$ cat config.mk
export PLATFORM = sky130hd
export DESIGN_NAME = sat_addsub_arbiter
export DESIGN_NICKNAME = d
export VERILOG_FILES = /design/src/rtl/sat_addsub_arbiter.sv
export SDC_FILE = /design/constraint.sdc
export NUM_CORES = 1
export LEC_CHECK = 0
export BUFFER_PORTS_ARGS = -buffer_cell sky130_fd_sc_hd__buf_2
export CAP_MARGIN = 0
export CORE_MARGIN = 2
export CORE_UTILIZATION = 40
export DETAILED_ROUTE_END_ITERATION = 8
export GPL_ROUTABILITY_DRIVEN = 0
export PLACE_DENSITY = 0.65
export SYNTH_ARGS = -nofsm -noshare
export SYNTH_HDL_FRONTEND = slang
export SYNTH_SLANG_ARGS = --single-unit
$ cat constraint.sdc
create_clock -name clk -period 5.1 [get_ports clk]
set_clock_uncertainty 0.1 [all_clocks]
set_input_delay 1.02 -clock clk [delete_from_list [all_inputs] [get_ports clk]]
set_output_delay 1.02 -clock clk [all_outputs]
set_load 0.05 [all_outputs]
$ cat src/rtl/sat_addsub_arbiter.sv
// Two-requester round-robin front end sharing one 16-bit signed saturating add/subtract
// unit, with a single-entry result register drained by a valid/ready handshake.
module sat_addsub_arbiter #(
  parameter bit PRIO_INIT = 1'b0,
  parameter int CNT_W     = 16
) (
  input  logic             clk,
  input  logic             rst_n,
  input  logic             req0_valid,
  output logic             req0_ready,
  input  logic [15:0]      req0_a,
  input  logic [15:0]      req0_b,
  input  logic             req0_sub,
  input  logic             req1_valid,
  output logic             req1_ready,
  input  logic [15:0]      req1_a,
  input  logic [15:0]      req1_b,
  input  logic             req1_sub,
  output logic             resp_valid,
  input  logic             resp_ready,
  output logic             resp_id,
  output logic [15:0]      resp_sum,
  output logic             resp_ovfl,
  output logic [CNT_W-1:0] op_count
);

  typedef enum logic {EMPTY = 1'b0, FULL = 1'b1} state_e;

  state_e           state_q;
  logic             prio_q;
  logic             id_q;
  logic [15:0]      sum_q;
  logic             ovfl_q;
  logic [CNT_W-1:0] count_q;

  logic        can_accept;
  logic        grant0;
  logic        grant1;
  logic        drain;
  logic [15:0] sel_a;
  logic [15:0] sel_b;
  logic        sel_sub;
  logic [16:0] op_d;

  // Returns {ovfl, result}; overflow clamps toward the sign of operand A.
  function automatic logic [16:0] sat_op(input logic [15:0] a, input logic [15:0] b,
                                         input logic sub);
    logic [15:0] b_eff;
    logic [15:0] s;
    logic        ovfl;
    b_eff = sub ? ~b : b;
    s     = a + b_eff + {15'd0, sub};
    ovfl  = (sub ? (a[15] != b[15]) : (a[15] == b[15])) && (s[15] != a[15]);
    if (ovfl) return {1'b1, (a[15] ? 16'h8000 : 16'h7FFF)};
    return {1'b0, s};
  endfunction

  assign drain      = (state_q == FULL) && resp_ready;
  // Gating with rst_n keeps both readys low for the whole time reset is held.
  assign can_accept = rst_n && ((state_q == EMPTY) || resp_ready);
  assign grant0     = can_accept && req0_valid && (!req1_valid || (prio_q == 1'b0));
  assign grant1     = can_accept && req1_valid && (!req0_valid || (prio_q == 1'b1));

  assign req0_ready = grant0;
  assign req1_ready = grant1;

  assign sel_a   = grant1 ? req1_a   : req0_a;
  assign sel_b   = grant1 ? req1_b   : req0_b;
  assign sel_sub = grant1 ? req1_sub : req0_sub;
  assign op_d    = sat_op(sel_a, sel_b, sel_sub);

  // NOTE: every register here uses <= so all updates see pre-edge values; mixing in
  // blocking assignments would make results depend on statement order.
  always_ff @(posedge clk) begin
    if (!rst_n) begin
      state_q <= EMPTY;
      prio_q  <= PRIO_INIT;
      id_q    <= 1'b0;
      sum_q   <= 16'h0000;
      ovfl_q  <= 1'b0;
      count_q <= '0;
    end else begin
      if (drain) count_q <= count_q + CNT_W'(1);
      if (grant0 || grant1) begin
        state_q <= FULL;
        prio_q  <= grant0;
        id_q    <= grant1;
        sum_q   <= op_d[15:0];
        ovfl_q  <= op_d[16];
      end else if (drain) begin
        state_q <= EMPTY;
      end
    end
  end

  assign resp_valid = (state_q == FULL);
  assign resp_id    = id_q;
  assign resp_sum   = sum_q;
  assign resp_ovfl  = ovfl_q;
  assign op_count   = count_q;

endmodule

Word-level counts from Yosys, hierarchy flattened

Index checks and enable logic that the tools add are counted.

Flip-flop bits (word level): 36
Input bits: 71
Output and inout port bits: 37
Logic and storage cells: 40

$add $sub $neg: 3
Equal/unequal tests: 3
Muxes and demuxes: 11
Bitwise gates (word level): 3
Reductions and logical operators: 14

Operator list:

| operator                                                        | count |
|---|---|
| 16-bit two-way mux                                              | 4 |
| 17-bit two-way mux                                              | 2 |
| 16-bit by 1-bit adder with 16-bit output                        | 1 |
| 16-bit by 1-bit adder with 16-bit output, second input constant | 1 |
| 16-bit adder                                                    | 1 |
| 16-bit NOT                                                      | 1 |
| 1-bit logical AND                                               | 7 |
| 1-bit two-way mux                                               | 5 |
| 1-bit logical OR                                                | 4 |
| 1-bit zero test                                                 | 2 |
| 1-bit != test                                                   | 2 |
| 1-bit NOT                                                       | 2 |
| 2-bit nonzero test                                              | 1 |
| 1-bit == test                                                   | 1 |

Logic depth before layout (Yosys ltp)

Gate-level depths: netlist of the first run.

Depth in word-level cells: 14
Gate-level depth with buffers: 17
Gate-level depth less buffers: 13

Least setup slack after synthesis of the first run

Ideal clock, no wire load.

Kind: in2reg
Start point: input resp_ready
End point: register sum_q[13], in the netlist resp_sum[13]
Library setup time: 0.129 ns
Data arrival time: 4.182 ns
Data required time: 4.871 ns
Slack: 0.689 ns
Stages: 17
Buffers on the path: 5
Path through: nand2b_2 > o2111ai_4 > buf_2 > clkbuf_1 > clkbuf_1 > nand2_1 > nand2_1 > ha_1 > a21oi_2 > o21a_1 > o21ai_0 > a21o_1 > a32o_1 > buf_4 > o31ai_4 > buf_6 > a211oi_2

Word-level cells in the longest chain between the ends: 13
Elaborated cells between the ends (all ways): 23
Those cells by class: add/sub: 2; eq/ne: 3; mux: 9; bitwise: 1; reduce/logical: 8

RTL lines:

| what                                     | RTL line | text |
|---|---|---|
| from (decl)                              | 20       | `input logic resp_ready,` |
| 1-bit logical OR *                       | 60       | `assign can_accept = rst_n && ((state_q == EMPTY) \|\| resp_ready);` |
| 1-bit logical AND *                      | 60       |  |
| 1-bit logical AND (2 in a row)           | 62       | `assign grant1 = can_accept && req1_valid && (!req0_valid \|\| (prio_q == 1'b1));` |
| 16-bit two-way mux                       | 68       | `assign sel_b = grant1 ? req1_b : req0_b;` |
| 16-bit NOT                               | 51       | `b_eff = sub ? ~b : b;` |
| 16-bit two-way mux                       | 51       |  |
| 16-bit adder                             | 52       | `s = a + b_eff + {15'd0, sub};` |
| 16-bit by 1-bit adder with 16-bit output | 52       |  |
| 1-bit != test                            | 53       | `ovfl = (sub ? (a[15] != b[15]) : (a[15] == b[15])) && (s[15] != a[15]);` |
| 1-bit logical AND                        | 53       |  |
| 1-bit two-way mux                        | 54       | `if (ovfl) return {1'b1, (a[15] ? 16'h8000 : 16'h7FFF)};` |
| 17-bit two-way mux                       | 55       | `return {1'b0, s};` |
| to (signal assigned)                     | 88       | `sum_q <= op_d[15:0];` |
| to (decl)                                | 32       | `logic [15:0] sum_q;` |

Every way passes the cells marked *; elsewhere a longest branch is shown, timed or not. The select of a mux whose other input is x is not followed.
A chain may end at the register's enable or synchronous reset.

Final worst setup path of the first run

Start point: input resp_ready
End point: register sum_q[10], in the netlist resp_sum[10]

The elaborated chain is that of the path after synthesis.

==> summary.md, run 1 <==
| Metric | Value |
|---|---|
| Status | `finished clean` |
| Vias in the first global route | `approximately 2700` |
| Worst slew pin tran | `0.773 ns` |
| Full die area | `a little under 8000 um^2` |
| Worst-skew pair later-pin latency | `about 0.28 ns` |
| Fmax | `approximately 220 MHz` |
| Post-Syn Area | `~2900 um^2` |
| Top-count cell post-synth | `nand2_1` |
| Wire length of the first global-routing pass | `approximately 12000 um` |
| Cts bufs inserted | `5` |
| PortBufs | `107` |
| Total of max-cap violations | `0` |
| CP required | `between 5 and 6 ns` |
| Crit. End Element | `flip-flop` |
| Number of antenna-violating nets in the routed design | `0` |
| Average wire per standard cell | `around 12 um` |
| CP Launch Type | `input port` |
| Final hold viol count | `0` |
| Drt first-iter violations | `96` |
| Most common flop cell mapped by yosys | `dfxtp_1` |
| Global route overflow | `0` |
| Maximum clock insertion buffer count | `2` |
| Setup TNS | `0 ns` |
| Seq/Total Area, Yosys | `0.252` |
| Synth area leader | `dfxtp_1` |
| Max IR drop VDD | `approximately 110 uV` |
| Post-synth EDFFs | `0` |
| Total wire length | `6990 um` |
| Synth warn | `0` |
| Share of layout cells above drive strength 1 | `0.298` |
| DR vias/cell | `just over 5` |
| Die Wd | `88.5 um` |
| Clock Sinks | `36` |
| Resized cells post-CTS | `0` |
| Root Driver | `clkbuf_8` |
| Crit share post-route | `0.903` |
| Final Util | `0.517` |
| Mapped Cells | `around 360` |
| Synth cell types | `between 50 and 60` |
| Number of diodes | `0` |
| Flop and latch count out of synthesis | `36` |
| Pre-antenna DRT Iters | `4` |
| Placed wire-length estimate | `between 5000 and 6000 um` |
| Async SR Flop Fraction | `0` |
| Crit-path max FO | `27` |
| Chip Height | `88.5 um` |
| Final net count | `553` |
| Slew Limit Fails | `0` |
| Worst-path clk slew | `about 0.070 ns` |
| Crit Path Class | `in -> reg` |
| Post-Syn Nets | `450` |
| Core Rows | `30` |
| Area growth, synth to finish | `24.4%` |
| Pre-CTS setup slack | `about 0.17 ns` |
| Fin worst setup slack | `0.496 ns` |
| Synth top area share | `0.252` |
| Ranking of synthesized cells by area | `dfxtp_1 25%, xor2_1 8.9%, nand2_1 8.8%` |
| Initial antenna violation count | `0` |
| Largest net degree at the start of global routing | `28` |
| CTS tree | `built` |
| Total Power | `approximately 0.0011 W` |
| Final instance area | `3550 um^2` |
| Power Dens Cells | `between 300 and 400 nW/um^2` |
| GRT Total Usage | `0.191` |
| Syn Area/Cell | `approximately 8 um^2` |
| Leak | `1.73 nW` |
| Worst min-delay path category | `reg -> reg` |
| Endpoints failing setup | `0` |
| Fin crit period | `between 4 and 5 ns` |
| Slew HR | `0.485` |
| RSZ-0062 raised after global routing | `no` |
| Hold Buf Count CTS | `0` |
| Post-CTS Setup Inserts | `0` |
| WP data arrival | `between 4 and 5 ns` |
| DRC | `0` |
| I/O pins | `~110` |
| H-tree depth | `2` |
| Via count | `between 2000 and 3000` |
| Top cells by count, synth | `67 x nand2_1, 38 x nor2_1, 36 x dfxtp_1, 29 x xor2_1` |
| Dpl cell area | `roughly 3500 um^2` |
| CORE AREA | `just under 7000 um^2` |
| Starting Density | `0.416` |
[flip-flops by register name, indices dropped and copies added, names as in the netlist]
register,cells
resp_id,1
op_count,16
resp_valid,1
resp_sum,16
resp_ovfl,1
prio_q,1
[metal layers]
metal | share of wire | up-vias | track usage
met2 | 0.48 | 91 | 0.338
met4 | 0.013 | 0 | 0.0620
met5 | 0 | - | 0
li1 | - | 1481 | -
met1 | 0.46 | 1250 | 0.243
met3 | 0.055 | 10 | 0.0215
[critical path, stage by stage]
cell       delay, ns
buf_2           0.10
nand2b_2        0.21
o2111ai_4       0.12
buf_4           0.36
buf_4           0.27
mux2i_1         0.24
xor2_1          0.13
ha_1            0.27
a2111oi_2       0.43
a31oi_2         0.21
a32o_1          0.40
o31ai_4         0.75
nor3_1          0.13
[layout make-up]
cell class | count | area (um^2)
Timing Repair Buffer | 111 | 566
Inverter | 10 | 37.5
Tap cell | 96 | 120
Fill cell | 679 | 3310
Sequential cell | 36 | 721
Clock buffer | 8 | 90.1
Multi-Input combinational cell | 302 | 2020
[path summary, 6_finish.rpt]
kind	from	to	slack, ns	depth (start not counted)
worst min register to register	resp_id	resp_id	0.38	2
worst max-delay path	resp_ready	resp_sum[10]	0.50	13
worst min-delay path	resp_id	resp_id	0.38	2
worst max register to register	resp_valid	resp_sum[10]	1.07	12
[layout by cell type, fill, tap and decap left out, types with 10 or more instances in the layout]
master,instances
mux2i_1,17
xor2_1,29
a211oi_2,10
buf_2,107
nand2_1,67
a21oi_1,20
nor2_1,38
ha_1,15
o21ai_0,20
dfxtp_1,36
[report_power, final]
part | leakage, nW | total, W | switching (W) | internal [W]
combinational | 1.40 | 0.000536 | 0.000346 | 0.000191
sequential | 0.294 | 0.000323 | 0.0000167 | 0.000306
clock | 0.0455 | 0.000207 | 0.0000972 | 0.000110
[stage by stage]
step	std cells	hold slack, ns
after floorplan	363	0.383
after global placement	555	0.367
after detailed placement	555	0.363
after CTS	563	0.373
after global routing	563	0.400
final	563	0.376
[kinds of logic after synthesis]
logic type,Yosys count,share of synthesized area
AOI/OAI and AO/OA,82,0.220
xor gates and xnor gates,35,0.107
adders and majority gates,16,0.0727
buffers and inverters,25,0.0407
DFF,36,0.252
muxes,20,0.0766
and+or+nand+nor,149,0.231
No activity file was read; power rests on OpenSTA's default activity.
==> inputs of run 2 (changes only) <==
--- a/config.mk
+++ b/config.mk
@@ -8,10 +8,10 @@
 export BUFFER_PORTS_ARGS = -buffer_cell sky130_fd_sc_hd__buf_2
 export CAP_MARGIN = 0
 export CORE_MARGIN = 2
-export CORE_UTILIZATION = 40
+export CORE_UTILIZATION = 30
 export DETAILED_ROUTE_END_ITERATION = 8
 export GPL_ROUTABILITY_DRIVEN = 0
-export PLACE_DENSITY = 0.65
+export PLACE_DENSITY = 0.51
 export SYNTH_ARGS = -nofsm -noshare
 export SYNTH_HDL_FRONTEND = slang
 export SYNTH_SLANG_ARGS = --single-unit
==> summary.md, run 2 (same netlist as run 1, synthesis figures left out) <==
| Metric | Value |
|---|---|
| WP data arrival | `4.56 ns (was 4.64 ns)` |
| Dpl cell area | `3530 um^2 (was 3460 um^2)` |
| Share of layout cells above drive strength 1 | `0.306 (was 0.298)` |
| CP dominant cell by count | `buf_4 (unchanged)` |
| Core Rows | `35 (was 30)` |
| Cts bufs inserted | `5 (unchanged)` |
| Setup TNS | `0 ns (unchanged)` |
| Resized cells post-CTS | `0 (unchanged)` |
| Crit-path max FO | `39 (was 27)` |
| Vias in the first global route | `2703 (was 2686)` |
| Endpoints failing setup | `0 (unchanged)` |
| Placed instance count | `591 (was 555)` |
| Total wire length | `7310 um (was 6990 um)` |
| Total Power | `0.00114 W (was 0.00107 W)` |
| Critical Path, Cell by Cell | `buf_2, nand2b_2, o2111ai_4, buf_4, mux2i_1, xor2_1, ha_1, a2111oi_2, a31oi_2, a32o_1, o21ai_2, buf_4, a211oi_2 (was buf_2, nand2b_2, o2111ai_4, buf_4, buf_4, mux2i_1, xor2_1, ha_1, a2111oi_2, a31oi_2, a32o_1, o31ai_4, nor3_1)` |
| Slew Limit Fails | `0 (unchanged)` |
| Crit. End Element | `flip-flop (unchanged)` |
| Hold_ws | `0.363 ns (was 0.376 ns)` |
| H-tree depth | `2 (unchanged)` |
| Via count | `2842 (was 2832)` |
| Worst min-delay path category | `reg -> reg (unchanged)` |
| Number of diodes | `0 (unchanged)` |
| RSZ-0062 raised after global routing | `no (unchanged)` |
| Number of antenna-violating nets in the routed design | `0 (unchanged)` |
| Most frequent cells in the layout | `107 x buf_2, 67 x nand2_1, 38 x nor2_1 (unchanged)` |
| CP required | `5.16 ns (was 5.14 ns)` |
| Wire length of the first global-routing pass | `12600 um (was 12100 um)` |
| Die Wd | `102 um (was 88.5 um)` |
| Post-CTS Setup Inserts | `0 (unchanged)` |
| Max IR drop VDD | `101 uV (was 110 uV)` |
| Crit Path Class | `in -> reg (unchanged)` |
| Full die area | `10300 um^2 (was 7840 um^2)` |
| Chip Height | `102 um (was 88.5 um)` |
| Worst slew pin tran | `0.653 ns (was 0.773 ns)` |
| Worst-path clk slew | `0.07 ns (about the same)` |
| Pre-antenna DRT Iters | `4 (unchanged)` |
| Worst-skew pair later-pin latency | `0.28 ns (about the same)` |
| Final hold viol count | `0 (unchanged)` |
| Final net count | `556 (was 553)` |
| CORE AREA | `9240 um^2 (was 6870 um^2)` |
| Root Driver | `clkbuf_8 (unchanged)` |
| PortBufs | `107 (unchanged)` |
| Power Dens Cells | `311 nW/um^2 (was 300 nW/um^2)` |
| Status | `finished clean (unchanged)` |
| DRC | `0 (unchanged)` |
| Leak | `1.77 nW (was 1.73 nW)` |
| CP Launch Type | `input port (unchanged)` |
| Area growth, synth to finish | `27.9% (was 24.4%)` |
| Maximum clock insertion buffer count | `2 (unchanged)` |
| DR vias/cell | `4.74 (was 5.03)` |
| I/O pins | `108 (unchanged)` |
| Hold Buf Count CTS | `0 (unchanged)` |
| CTS tree | `built (unchanged)` |
| Total of max-cap violations | `0 (unchanged)` |
| Max incr delay on CP | `0.54 ns (was 0.75 ns)` |
| Crit share post-route | `0.883 (was 0.903)` |
| Slew HR | `0.555 (was 0.485)` |
| Fillers | `988 (was 679)` |
| Final instance area | `3650 um^2 (was 3550 um^2)` |
| Initial antenna violation count | `0 (unchanged)` |
| Global route overflow | `0 (unchanged)` |
| Placed wire-length estimate | `5750 um (was 5570 um)` |
| Fin crit period | `4.51 ns (was 4.60 ns)` |
| Largest delay share family, worst path | `compound AO/OA/AOI/OAI gates (unchanged)` |
| Fin cells | `599 (was 563)` |
| GRT Total Usage | `0.148 (was 0.191)` |
| Drt first-iter violations | `101 (was 96)` |
| Average wire per standard cell | `12.2 um (was 12.4 um)` |
| Critical path's slowest cell | `a2111oi_2 (was o31ai_4)` |
| Fmax | `222 MHz (was 217 MHz)` |
| Commonest non-fill, non-tap cell in the layout | `buf_2 (unchanged)` |
| CP bufs+invs | `3 (unchanged)` |
| Starting Density | `0.309 (was 0.416)` |
| Clock Sinks | `36 (unchanged)` |
| Largest net degree at the start of global routing | `40 (was 28)` |
-- run 2: path summary, 6_finish.rpt --
check / startpoint / to / slack (ns) / depth (start not counted)
worst max register to register: resp_valid / resp_sum[13] / 1.17 / 12
worst min register to register: resp_id / resp_id / 0.36 / 2
worst max-delay path: resp_ready / resp_sum[13] / 0.59 / 13
worst min-delay path: resp_id / resp_id / 0.36 / 2
-- run 2: worst min-delay path, stage by stage, from the launching register on --
cell,delay [ns]
dfxtp_1,0.32
nand3_1,0.06
nand2_1,0.05
-- run 2: cell type report --
cell class                      instances  area [um^2]  area share
Inverter                               10         37.5      0.0103
Clock buffer                            7         96.3      0.0264
Clock inverter                          1         30.0     0.00822
Multi-Input combinational cell        302         2020       0.553
Tap cell                              129          161      0.0442
Timing Repair Buffer                  114          588       0.161
Sequential cell                        36          721       0.197
-- run 2: layer usage --
metal / share of wire / vias to the layer above / wire, um / track usage
met3: 0.057 / 9 / 417 / 0.0276
met1: 0.47 / 1252 / 3460 / 0.200
li1: - / 1491 / - / -
met4: 0.011 / 0 / 78 / 0.0364
met2: 0.46 / 90 / 3350 / 0.242
met5: 0 / - / 0 / 0
-- run 2: power breakdown --
part / internal [W] / total, W / switching (W)
combinational: 0.000193 / 0.000540 / 0.000346
sequential: 0.000306 / 0.000323 / 0.0000165
clock: 0.000173 / 0.000275 / 0.000103
-- run 2: per-stage QoR --
stage          utilization  setup WS [ns]
4_1_cts              0.396          0.569
2_1_floorplan            -          0.689
3_3_place_gp         0.382          0.358
5_1_grt              0.396          0.286
3_5_place_dp         0.382          0.273
6_report             0.396          0.594
